### config.mk
export PLATFORM = sky130hd
export DESIGN_NAME = act_buf_scheduler
export DESIGN_NICKNAME = d
export VERILOG_FILES = /design/src/rtl/act_buf_scheduler.sv
export SDC_FILE = /design/constraint.sdc
export NUM_CORES = 1
export LEC_CHECK = 0
export BUFFER_PORTS_ARGS = -buffer_cell sky130_fd_sc_hd__buf_2
export CELL_PAD_IN_SITES_DETAIL_PLACEMENT = 1
export CELL_PAD_IN_SITES_GLOBAL_PLACEMENT = 1
export CORE_ASPECT_RATIO = 1.75
export CORE_MARGIN = 2
export CORE_UTILIZATION = 25
export CTS_BUF_LIST = sky130_fd_sc_hd__clkbuf_4
export CTS_CLUSTER_DIAMETER = 50
export DETAILED_ROUTE_END_ITERATION = 6
export PLACE_DENSITY = 0.58
export SETUP_SLACK_MARGIN = 0.15
export SLEW_MARGIN = 40
export SYNTH_ARGS = -nofsm -noshare
export SYNTH_HDL_FRONTEND = slang
export SYNTH_SLANG_ARGS = --single-unit
### constraint.sdc
create_clock -name clk -period 8.97 [get_ports clk]
set_input_delay 0.897 -clock clk [delete_from_list [all_inputs] [get_ports clk]]
set_output_delay 0.897 -clock clk [all_outputs]
set_load 0.01 [all_outputs]
### src/rtl/act_buf_scheduler.sv
// Activation buffer scheduler: write/read slot arbitration,
// byte-granular head/tail pointers and occupancy tracking.
module act_buf_scheduler #(
  parameter int dataSize          = 8,
  parameter int depth             = 1024,
  parameter int addrWidth         = 32,
  parameter int extInterfaceWidth = 32,
  parameter int intInterfaceWidth = 256
) (
  input  logic                 clk,
  input  logic                 nrst,
  input  logic                 clear_i,
  input  logic                 ext_wr_req_i,
  output logic                 ext_wr_gnt_o,
  input  logic                 int_wr_req_i,
  output logic                 int_wr_gnt_o,
  input  logic                 ext_rd_req_i,
  output logic                 ext_rd_gnt_o,
  output logic                 ext_rd_valid_o,
  input  logic                 int_rd_req_i,
  output logic                 int_rd_gnt_o,
  output logic                 int_rd_valid_o,
  output logic                 buf_ext_wr_en_o,
  output logic                 buf_int_wr_en_o,
  output logic [addrWidth-1:0] buf_wr_addr_o,
  output logic                 buf_rd_en_o,
  output logic [addrWidth-1:0] buf_rd_addr_o,
  output logic [addrWidth-1:0] count_o,
  output logic                 full_o,
  output logic                 empty_o
);

  localparam int EB = extInterfaceWidth / dataSize;
  localparam int IB = intInterfaceWidth / dataSize;
  localparam logic [addrWidth-1:0] DEP = addrWidth'(depth);
  localparam logic [addrWidth-1:0] EBA = addrWidth'(EB);
  localparam logic [addrWidth-1:0] IBA = addrWidth'(IB);

  logic [addrWidth-1:0] head_q, head_d;
  logic [addrWidth-1:0] tail_q, tail_d;
  logic [addrWidth-1:0] cnt_q, cnt_d;
  logic                 wr_prio_q, wr_prio_d;
  logic                 rd_prio_q, rd_prio_d;
  logic                 ext_vld_q, ext_vld_d;
  logic                 int_vld_q, int_vld_d;

  logic [addrWidth-1:0] space;
  logic ext_wr_ok, int_wr_ok, ext_rd_ok, int_rd_ok;
  logic ext_wr_g, int_wr_g, ext_rd_g, int_rd_g;
  logic [addrWidth-1:0] wbytes, rbytes;

  function automatic logic [addrWidth-1:0] wrap(
    input logic [addrWidth-1:0] a
  );
    return (a >= DEP) ? a - DEP : a;
  endfunction

  // Eligibility from registered state only (no bypass)
  always_comb begin
    space     = DEP - cnt_q;
    ext_wr_ok = ext_wr_req_i && (space >= EBA);
    int_wr_ok = int_wr_req_i && (space >= IBA)
                && ((head_q % IBA) == '0);
    ext_rd_ok = ext_rd_req_i && (cnt_q >= EBA);
    int_rd_ok = int_rd_req_i && (cnt_q >= IBA)
                && ((tail_q % IBA) == '0);
  end

  // Round-robin arbiters; priority only rotates on contention
  always_comb begin
    ext_wr_g  = 1'b0;
    int_wr_g  = 1'b0;
    ext_rd_g  = 1'b0;
    int_rd_g  = 1'b0;
    wr_prio_d = wr_prio_q;
    rd_prio_d = rd_prio_q;
    if (nrst && !clear_i) begin
      if (ext_wr_ok && int_wr_ok) begin
        ext_wr_g  = !wr_prio_q;
        int_wr_g  = wr_prio_q;
        wr_prio_d = !wr_prio_q;
      end else begin
        ext_wr_g = ext_wr_ok;
        int_wr_g = int_wr_ok;
      end
      if (ext_rd_ok && int_rd_ok) begin
        ext_rd_g  = !rd_prio_q;
        int_rd_g  = rd_prio_q;
        rd_prio_d = !rd_prio_q;
      end else begin
        ext_rd_g = ext_rd_ok;
        int_rd_g = int_rd_ok;
      end
    end
  end

  // Pointer, occupancy and read-valid next state
  always_comb begin
    wbytes = ext_wr_g ? EBA : (int_wr_g ? IBA : '0);
    rbytes = ext_rd_g ? EBA : (int_rd_g ? IBA : '0);
    head_d    = wrap(head_q + wbytes);
    tail_d    = wrap(tail_q + rbytes);
    cnt_d     = cnt_q + wbytes - rbytes;
    ext_vld_d = ext_rd_g;
    int_vld_d = int_rd_g;
    if (clear_i) begin
      head_d    = '0;
      tail_d    = '0;
      cnt_d     = '0;
      ext_vld_d = 1'b0;
      int_vld_d = 1'b0;
    end
  end

  // State registers
  always_ff @(posedge clk or negedge nrst) begin
    if (!nrst) begin
      head_q    <= '0;
      tail_q    <= '0;
      cnt_q     <= '0;
      wr_prio_q <= 1'b0;
      rd_prio_q <= 1'b0;
      ext_vld_q <= 1'b0;
      int_vld_q <= 1'b0;
    end else begin
      head_q    <= head_d;
      tail_q    <= tail_d;
      cnt_q     <= cnt_d;
      wr_prio_q <= wr_prio_d;
      rd_prio_q <= rd_prio_d;
      ext_vld_q <= ext_vld_d;
      int_vld_q <= int_vld_d;
    end
  end

  assign ext_wr_gnt_o    = ext_wr_g;
  assign int_wr_gnt_o    = int_wr_g;
  assign ext_rd_gnt_o    = ext_rd_g;
  assign int_rd_gnt_o    = int_rd_g;
  assign buf_ext_wr_en_o = ext_wr_g;
  assign buf_int_wr_en_o = int_wr_g;
  assign buf_rd_en_o     = ext_rd_g | int_rd_g;
  assign buf_wr_addr_o   = head_q;
  assign buf_rd_addr_o   = tail_q;
  assign count_o         = cnt_q;
  assign ext_rd_valid_o  = ext_vld_q;
  assign int_rd_valid_o  = int_vld_q;
  assign full_o          = cnt_q > (DEP - EBA);
  assign empty_o         = cnt_q == '0;

  a_cnt_max : assert property (
    @(posedge clk) disable iff (!nrst) cnt_q <= DEP);
  a_cnt_min : assert property (
    @(posedge clk) disable iff (!nrst) rbytes <= cnt_q);
  a_one_wr : assert property (
    @(posedge clk) disable iff (!nrst) !(ext_wr_g && int_wr_g));
  a_one_rd : assert property (
    @(posedge clk) disable iff (!nrst) !(ext_rd_g && int_rd_g));

endmodule

==> flow_metrics.tcl, run 1 <==
set metrics [dict create \
    synth.distinct_cells 80 \
    maxCapViolCount 0 \
    synthArstFlopShare_pct 100.0 \
    timing.slew.headroom_pct 41.85 \
    yosysWarnings 0 \
    synth_seq_cells 94 \
    finalCriticalPeriod_ns 7.601 \
    met1_length_um 11780 \
    ratio_of_routed_vias_to_standard_cells 5.006 \
    die_x_um 145.1 \
    power_report.internal_total_w 0.001793 \
    reg2reg_setup_slack_ns 1.37 \
    layout_common_cells "nor2_1 (134), buf_2 (105), dfrtp_1 (94)" \
    count_of_nets_left_with_antenna_violations_after_detail_routing 0 \
    final_nets 1247 \
    final_hold_viol_count 0 \
    critical_path_peak_fanout 11 \
    postSynth.topFlopCell "dfrtp_1" \
    post_placement_worst_setup_slack_ns 1.394 \
    detailedPlacementHpwl_um 25070 \
    share_seq_of_total_power_pct 21.7 \
    n_fill_cell 4225 \
    combPwrFrac_pct 70.4 \
    cts_max_level 3 \
    clock_latency_late_sink_ns 0.57 \
    data_required_time_at_the_worst_endpoint_ns 9.47 \
    layout_worst_path_cycle_share_pct 84.73 \
    die_area_sq_um 36400 \
    post-cts-setup-buffers 0 \
    grt_remaining_overflow 0 \
    synthToLayoutAreaGrowth_pct 13.25 \
    powerDensity_nw_per_um2 390.0 \
    rsz0062_at_grt "no" \
    synth-edff-count 0 \
    worstSetupEndpointType "register" \
    place_area_sq_um 9677 \
    grt_antenna_before_repair 1 \
    timing.final.max_slew_violations 0 \
    root_buffer "clkbuf_4" \
    layout_setup_ws_ns 1.369 \
    grt_pass1_vias 8690 \
    hold_path_class "primary input to asynchronous set/reset pin" \
    dr.first_iter.drc_count 271 \
    timing.reg2reg.worst_path_depth 24 \
    row_count 90 \
    worstReg2RegStart "count_o[3]$_DFF_PN0_" \
    path_class "register to register" \
    place_congestion 0.9014 \
    floorplan.core_area_sq_um 34460 \
    syn-mean-instance-area_sq_um 8.146 \
    maximum_number_of_pins_on_one_net_before_global_route_repair 49 \
    tritoncts "yes" \
    syn_inst 1069 \
    final.hold.worst_slack_ns 0.4979 \
    fin_setup_tns_ns 0 \
    run_status "completed" \
    met2RoutedLength_um 17630 \
    met3_length_um 788 \
    drt-total-wl_um 31300 \
    vias 8129 \
    drc 0 \
    sw_frac_of_total_pct 53.39 \
    initial_utilization_pct 25.27 \
    cts.clk_slew.worst_paths_ns 0.19 \
    cts-resized-gates 0 \
    reg2reg_to "buf_wr_addr_o[27]$_DFF_PN0_" \
    static-leakage-power_nw 4.358 \
    max-clock-path-buffers 2 \
    worst_ep_arrival_time_ns 8.11 \
    cts-buffers-inserted 9 \
    drtPass1Iterations 4 \
    count_of_input_and_output_buffers 107 \
    top_layer "met4" \
    switching_power_w 0.002054 \
    floorplan.die.height_um 250.9 \
    cts_hold_repair.buffers 0 \
    yosysSeqAreaShare_pct 27.01 \
    vdd_ir_drop_max_v 0.0001101 \
    most_common_library_cell_in_the_layout_ignoring_fill_and_taps "nor2_1" \
    wire_per_inst_um 19.27 \
    layout.cell_area.non_filler_sq_um 9862 \
    max_clock_freq_mhz 131.6 \
    design_power_total_w 0.003847 \
    global_route.usage.total_pct 17.10 \
    drive_gt1_share_pct 14.62 \
    worstMarginPinSlew_ns 0.8503 \
    share_clk_of_total_power_pct 7.9 \
    first_pass_grt_wire_length_um 48600 \
    report.final.setup_viol 0 \
    syn_area_sq_um 8708 \
    crit_path_start_kind "register" \
    cts_sinks 94 \
    final.setup_skew_ns 0.02900 \
    ios 114 \
]
routing by layer:
metal	global-route usage, %	vias to the layer above
met2	34.34	133
li1	-	3907
met5	0	-
met1	17.30	4039
met3	2.377	50
met4	7.339	0
power by group through the flow:
stage | clock, W | combinational [W] | sequential [W]
after detailed placement | 0 | 0.00272 | 0.000851
after global placement | 0 | 0.00269 | 0.000845
after floorplan | 0 | 0.00188 | 0.000797
after global routing | 0.000334 | 0.00303 | 0.000866
final | 0.000305 | 0.00271 | 0.000835
after CTS | 0.000324 | 0.00274 | 0.000842
cells by family after synthesis:
group / Yosys count / synth area share [%]
AND/OR/NAND/NOR: 454 / 26.82
multiplexers: 12 / 1.437
flip-flops: 94 / 27.01
buffers and inverters: 111 / 5.460
XOR/XNOR: 115 / 11.57
other: 1 / 0.04306
AO/OA/AOI/OAI: 200 / 15.62
adder cells (fa/ha/maj): 82 / 12.04
state kept, by name, summed over array words and instances, names as in the netlist:
name,flops
count_o,30
int_rd_valid_o,1
buf_wr_addr_o,30
wr_prio_q,1
buf_rd_addr_o,30
ext_rd_valid_o,1
rd_prio_q,1
synth_stat cells (all sizes together), types with 7 or more instances:
master / instances / area, sq um
ha: 79 / 988.5
o21ai: 36 / 180.2
a21o: 8 / 60.06
nor4b: 7 / 67.56
nand2: 79 / 296.5
a21oi: 67 / 335.3
or2: 9 / 56.30
a31oi: 10 / 62.56
inv: 72 / 270.3
nor4: 16 / 100.1
nor2b: 12 / 75.07
nand3: 56 / 290.3
xor2: 42 / 367.9
buf: 19 / 130.1
o31ai: 7 / 52.55
xnor2: 73 / 639.4
or3: 22 / 157.7
nand2b: 11 / 68.82
clkbuf: 20 / 75.07
and3: 21 / 131.4
nor3: 30 / 155.1
mux2i: 8 / 80.08
dfrtp: 94 / 2352
nand4: 21 / 137.6
nor2: 136 / 529.3
and2: 12 / 75.08
worst max path at each step:
stage,from,to,depth (start not counted)
after floorplan,count_o[3]$_DFF_PN0_,buf_wr_addr_o[28]$_DFF_PN0_,24
after global placement,count_o[3]$_DFF_PN0_,buf_wr_addr_o[27]$_DFF_PN0_,24
after detailed placement,count_o[3]$_DFF_PN0_,buf_wr_addr_o[27]$_DFF_PN0_,24
after CTS,count_o[3]$_DFF_PN0_,buf_wr_addr_o[27]$_DFF_PN0_,24
after global routing,count_o[3]$_DFF_PN0_,buf_wr_addr_o[27]$_DFF_PN0_,24
final,count_o[3]$_DFF_PN0_,buf_wr_addr_o[27]$_DFF_PN0_,24
per-stage QoR:
stage / util, % / instances
final: 28.62 / 1624
after global routing: 28.62 / 1624
after CTS: 28.58 / 1623
after detailed placement: 28.08 / 1607
after global placement: 28.08 / 1607
after floorplan: - / 1074
critical path: stages (launching register included):
cell and delay (ns):
dfrtp_1 0.49, inv_1 0.19, ha_1 0.18, nand2b_1 0.12, o41ai_2 0.45, nand3_2 0.21, or3_4 0.44, or4b_1 0.47
a2111oi_0 0.45, nand4b_1 0.25, mux2_1 0.39, and3_1 0.23, ha_1 0.27, a41o_1 0.28, nand2_1 0.26, nor2_1 0.08
nand2_1 0.09, xor2_1 0.42, ha_1 0.27, nor4b_1 0.50, a311oi_4 0.24, a311oi_4 0.58, a21oi_1 0.17, or3_1 0.36
a21oi_1 0.15
area by class of cell:
class                      count  area [sq um]  share of cell area (%)
antenna                        1         2.502                 0.02537
clock buffer                   9         67.56                  0.6851
clock inverter                 7         102.6                   1.040
inverter                      72         270.3                   2.740
multi-input combinational    869          5913                   59.96
sequential                    94          2352                   23.85
tap                          460         575.6                   5.836
timing repair buffer         112         578.1                   5.861
(Power assumes the default switching activity.)
==> run 2, diff against run 1 <==
==> constraint.sdc (replaced) <==
create_clock -name clk -period 7.85 [get_ports clk]
set_input_delay 0.785 -clock clk [delete_from_list [all_inputs] [get_ports clk]]
set_output_delay 0.785 -clock clk [all_outputs]
set_load 0.01 [all_outputs]
==> flow_metrics.tcl, run 2 (synthesis results as in run 1) <==
set metrics [dict create \
    count_of_input_and_output_buffers 107 \
    fin_setup_tns_ns 0 \
    die_x_um 145.1 \
    floorplan.core_area_sq_um 34460 \
    count_of_nets_left_with_antenna_violations_after_detail_routing 0 \
    cts_sinks 94 \
    initial_utilization_pct 25.27 \
    detailedPlacementHpwl_um 25480 \
    grt_pass1_vias 8816 \
    grt_antenna_before_repair 1 \
    wire_per_inst_um 19.58 \
    timing.slew.headroom_pct 46.92 \
    reg2reg_setup_slack_ns 0.72 \
    place_congestion 0.8655 \
    timing.final.max_slew_violations 0 \
    place.detailed.instances 1612 \
    max_clock_freq_mhz 140.2 \
    dr.first_iter.drc_count 204 \
    design_power_total_w 0.004448 \
    worstSetupEndpointType "register" \
    ios 114 \
    maxCapViolCount 0 \
    drtPass1Iterations 4 \
    critical_path_peak_fanout 9 \
    n_fill_cell 4251 \
    cts.clk_slew.worst_paths_ns 0.18 \
    place_area_sq_um 9714 \
    layout_worst_path_cycle_share_pct 90.84 \
    final_nets 1257 \
    vdd_ir_drop_max_v 0.0001352 \
    most_common_library_cell_in_the_layout_ignoring_fill_and_taps "nor2_1" \
    hold_path_class "primary input to asynchronous set/reset pin" \
    row_count 90 \
    switching_power_w 0.002388 \
    sw_frac_of_total_pct 53.69 \
    share_clk_of_total_power_pct 7.2 \
    synthToLayoutAreaGrowth_pct 14.53 \
    rsz0062_at_grt "no" \
    maximum_number_of_pins_on_one_net_before_global_route_repair 49 \
    crit_path_start_kind "register" \
    final.hold.worst_slack_ns 0.3593 \
    vias 8254 \
    finalNonFillerCells 1634 \
    run_status "completed" \
    max-clock-path-buffers 2 \
    cts_max_level 3 \
    layout_common_cells "nor2_1 (133), buf_2 (105), dfrtp_1 (94)" \
    drc 0 \
    drt-total-wl_um 31990 \
    global_route.usage.total_pct 17.77 \
    root_buffer "clkbuf_4" \
    worst_ep_arrival_time_ns 7.64 \
    ratio_of_routed_vias_to_standard_cells 5.051 \
    tritoncts "yes" \
    first_pass_grt_wire_length_um 50180 \
    cts-buffers-inserted 9 \
    floorplan.die.height_um 250.9 \
    static-leakage-power_nw 4.412 \
    clock_latency_late_sink_ns 0.57 \
    combPwrFrac_pct 71.5 \
    layout.cell_area.non_filler_sq_um 9973 \
    drive_gt1_share_pct 16.11 \
    powerDensity_nw_per_um2 446.0 \
    grt_remaining_overflow 0 \
    final.setup_skew_ns 0.02546 \
    worstMarginPinSlew_ns 0.7852 \
    die_area_sq_um 36400 \
    path_class "register to register" \
    report.final.setup_viol 0 \
    data_required_time_at_the_worst_endpoint_ns 8.36 \
    power_report.internal_total_w 0.002060 \
    final_hold_viol_count 0 \
    finalCriticalPeriod_ns 7.131 \
    share_seq_of_total_power_pct 21.3 \
]
-- run 2: cell types whose count changed in the layout (fill, tap and decap cells not counted), moves of 2 or more --
cell,previous run,this run
a2111oi_0,4,2
a2111oi_2,0,2
buf_4,7,17
clkbuf_4,9,11
xor2_1,42,40
xor2_2,0,2
-- run 2: metrics by stage --
stage          worst slack [ns]  util (%)
2_1_floorplan             1.375         -
3_3_place_gp             0.4101     28.19
3_5_place_dp             0.3338     28.19
4_1_cts                  0.2674     28.62
5_1_grt                  0.1217     28.94
6_report                 0.7187     28.94
-- run 2: worst paths after layout --
path,from,to,depth (start not counted)
min in group clk,ext_wr_req_i,wr_prio_q$_DFFE_PN0P_,3
hold reg to reg,wr_prio_q$_DFFE_PN0P_,wr_prio_q$_DFFE_PN0P_,1
max in group asynchronous,nrst,buf_rd_addr_o[19]$_DFF_PN0_,3
hold / removal,nrst,count_o[15]$_DFF_PN0_,2
setup reg to reg,count_o[3]$_DFF_PN0_,buf_wr_addr_o[27]$_DFF_PN0_,25
setup / recovery,count_o[3]$_DFF_PN0_,buf_wr_addr_o[27]$_DFF_PN0_,25
-- run 2: routing by layer --
layer  GRT usage (%)  wire length, um  vias up
met4           10.11             1517        0
met1           17.54            11740     4091
met3           1.670              781       65
li1                -                -     3931
met5               0                0        -
met2           35.62            17960      167
-- run 2: final cells by class --
| cell class | instances | area [sq um] | area share, % |
|---|---|---|---|
| inverter | 72 | 270.3 | 2.710 |
| antenna | 1 | 2.502 | 0.02509 |
| tap | 460 | 575.6 | 5.771 |
| clock inverter | 5 | 65.06 | 0.6524 |
| clock buffer | 11 | 82.58 | 0.8280 |
| multi-input combinational | 869 | 5972 | 59.88 |
| sequential | 94 | 2352 | 23.59 |
| timing repair buffer | 122 | 653.1 | 6.549 |
-- run 2: repair_timing --
action,in CTS,in global routing
endpoints found under the setup margin,0,24
hold buffers,0,0
buffers inserted,0,5
resized for setup,0,11
-- run 2: power groups by stage --
stage | clock network, W | logic [W] | registers (W)
3_5_place_dp | 0 | 0.00314 | 0.000964
2_1_floorplan | 0 | 0.00214 | 0.000911
3_3_place_gp | 0 | 0.00310 | 0.000955
4_1_cts | 0.000344 | 0.00317 | 0.000952
5_1_grt | 0.000355 | 0.00354 | 0.000986
6_report | 0.000321 | 0.00318 | 0.000948
-- run 2: critical path, stage by stage (launching register included) --
cell and delay, ns:
dfrtp_1 0.49, inv_1 0.18, ha_1 0.17, nand2b_1 0.14, o41ai_4 0.38, nand3_2 0.19
or3_4 0.44, or4b_1 0.48, a2111oi_1 0.43, nand4b_1 0.27, mux2_1 0.29, and3_1 0.20
ha_1 0.27, ha_2 0.28, nand4_2 0.20, a2111oi_4 0.40, buf_4 0.20, mux2i_2 0.25
o211ai_2 0.19, a211o_4 0.39, nor2_8 0.18, a311oi_4 0.15, buf_4 0.18, a32o_1 0.26
or3_1 0.31, a21oi_1 0.16
==> run 3, diff against run 2 <==
--- a/config.mk
+++ b/config.mk
@@ -9,7 +9,7 @@
 export CELL_PAD_IN_SITES_DETAIL_PLACEMENT = 1
 export CELL_PAD_IN_SITES_GLOBAL_PLACEMENT = 1
 export CORE_ASPECT_RATIO = 1.75
-export CORE_MARGIN = 2
+export CORE_MARGIN = 5
 export CORE_UTILIZATION = 25
 export CTS_BUF_LIST = sky130_fd_sc_hd__clkbuf_4
 export CTS_CLUSTER_DIAMETER = 50
==> flow_metrics.tcl, run 3 (synthesis results as in run 1) <==
set metrics [dict create \
    grt_antenna_before_repair 2 \
    grt_remaining_overflow 0 \
    layout.area.seq_sq_um 2352 \
    cts_max_level 3 \
    combPwrFrac_pct 72.1 \
    first_pass_grt_wire_length_um 48560 \
    drive_gt1_share_pct 15.47 \
    power_report.internal_total_w 0.002006 \
    data_required_time_at_the_worst_endpoint_ns 8.28 \
    finalCriticalPeriod_ns 7.201 \
    die_area_sq_um 38810 \
    vdd_ir_drop_max_v 0.0001077 \
    floorplan.core_area_sq_um 34460 \
    powerDensity_nw_per_um2 441.5 \
    final_hold_viol_count 0 \
    dr.first_iter.drc_count 207 \
    grt_pass1_vias 8742 \
    run_status "completed" \
    detailedPlacementHpwl_um 25500 \
    rsz0062_at_grt "no" \
    fin_setup_tns_ns 0 \
    hold_path_class "primary input to asynchronous set/reset pin" \
    layout_common_cells "nor2_1 (134), buf_2 (105), dfrtp_1 (94)" \
    max_clock_freq_mhz 138.9 \
    final_nets 1255 \
    place_congestion 0.8748 \
    most_common_library_cell_in_the_layout_ignoring_fill_and_taps "nor2_1" \
    share_seq_of_total_power_pct 21.7 \
    ratio_of_routed_vias_to_standard_cells 5.036 \
    synthToLayoutAreaGrowth_pct 13.64 \
    share_clk_of_total_power_pct 6.2 \
    cts.clk_slew.worst_paths_ns 0.17 \
    drc 0 \
    floorplan.die.height_um 256.9 \
    multiInputGateArea_sq_um 5946 \
    ios 114 \
    sw_frac_of_total_pct 54.08 \
    switching_power_w 0.002363 \
    clock_latency_late_sink_ns 0.56 \
    count_of_nets_left_with_antenna_violations_after_detail_routing 0 \
    die_x_um 151.1 \
    cts_sinks 94 \
    initial_utilization_pct 25.27 \
    wire_per_inst_um 19.41 \
    report.final.setup_viol 0 \
    worst_ep_arrival_time_ns 7.63 \
    finalNonFillerCells 1631 \
    cts-buffers-inserted 9 \
    path_class "register to register" \
    layout_worst_path_cycle_share_pct 91.73 \
    timing.final.max_slew_violations 0 \
    share_of_the_core_filled_with_cells_pct 28.72 \
    critical_path_peak_fanout 9 \
    final.setup_skew_ns 0.02494 \
    worstSetupEndpointType "register" \
    n_fill_cell 4253 \
    static-leakage-power_nw 4.372 \
    worstMarginPinSlew_ns 0.8024 \
    tritoncts "yes" \
    crit_path_start_kind "register" \
    row_count 90 \
    maxCapViolCount 0 \
    maximum_number_of_pins_on_one_net_before_global_route_repair 60 \
    drt-total-wl_um 31660 \
    cts_hold_repair.buffers 0 \
    global_route.usage.total_pct 16.31 \
    root_buffer "clkbuf_4" \
    drtPass1Iterations 4 \
    max-clock-path-buffers 2 \
    count_of_input_and_output_buffers 107 \
    vias 8214 \
    place.detailed.instances 1613 \
    timing.slew.headroom_pct 46.31 \
]
run 3: metal layers:
layer / GRT usage [%] / share of wire, % / wire length (um)
met1: 15.89 / 36 / 11460
met5: 0 / 0.047 / 15
met2: 31.83 / 56 / 17710
met3: 1.919 / 2.7 / 846
met4: 9.506 / 5.2 / 1634
run 3: what timing repair did:
action,CTS,global route
endpoints found under the setup margin,0,14
setup buffers,0,2
resized for setup,0,6
run 3: critical path: stages (launching register included):
cell       delay [ns]
dfrtp_1          0.50
inv_1            0.18
ha_1             0.19
nand2b_1         0.12
o41ai_2          0.44
nand3_2          0.20
or3_4            0.44
or4b_1           0.46
a2111oi_0        0.45
nand4b_1         0.25
mux2_1           0.39
and3_1           0.22
ha_1             0.27
a41o_1           0.28
nand2_1          0.28
nor2_1           0.07
nand2_1          0.09
xor2_1           0.37
ha_1             0.40
nand3_1          0.31
or4_1            0.70
mux2i_1          0.24
xor2_1           0.16
nor2_1           0.05
run 3: layout make-up:
class                   count  area share (%)
multi-input cells         869           60.08
flip-flops and latches     94           23.77
repair buffers            120           6.486
well taps                 460           5.816
inverters                  72           2.731
clock buffers               9          0.6828
clock inverters             6          0.4046
diodes                      1         0.02529
run 3: path summary, 6_finish.rpt:
kind                                  startpoint                          end  slack [ns]  depth (start not counted)
setup / recovery            count_o[3]$_DFF_PN0_  buf_wr_addr_o[28]$_DFF_PN0_        0.65                         23
hold / removal                              nrst        count_o[13]$_DFF_PN0_        0.34                          2
setup reg to reg            count_o[3]$_DFF_PN0_  buf_wr_addr_o[28]$_DFF_PN0_        0.65                         23
hold reg to reg            wr_prio_q$_DFFE_PN0P_        wr_prio_q$_DFFE_PN0P_        0.51                          1
max in group asynchronous                   nrst     int_rd_valid_o$_DFF_PN0_        6.50                          3
min in group clk           wr_prio_q$_DFFE_PN0P_        wr_prio_q$_DFFE_PN0P_        0.51                          1
run 3: metrics by stage:
step                      hold slack [ns]  power (W)  instance area [sq um]  setup slack (ns)
after detailed placement           0.4938   0.004096                   9722            0.2723
final                              0.3362   0.004369                   9896            0.6494
after global routing               0.3591   0.004775                   9896            0.1582
after floorplan                    0.4663   0.003054                   8727             1.375
after global placement             0.4882   0.004055                   9721            0.4762
after CTS                          0.3104   0.004398                   9829            0.2290
run 3: power by group through the flow:
stage	sequential (W)	clock (W)	combinational, W
finish	0.000948	0.000272	0.00315
global route	0.000980	0.000300	0.00349
CTS	0.000955	0.000289	0.00315
detailed placement	0.000966	0	0.00313
global placement	0.000958	0	0.00310
floorplan	0.000911	0	0.00214
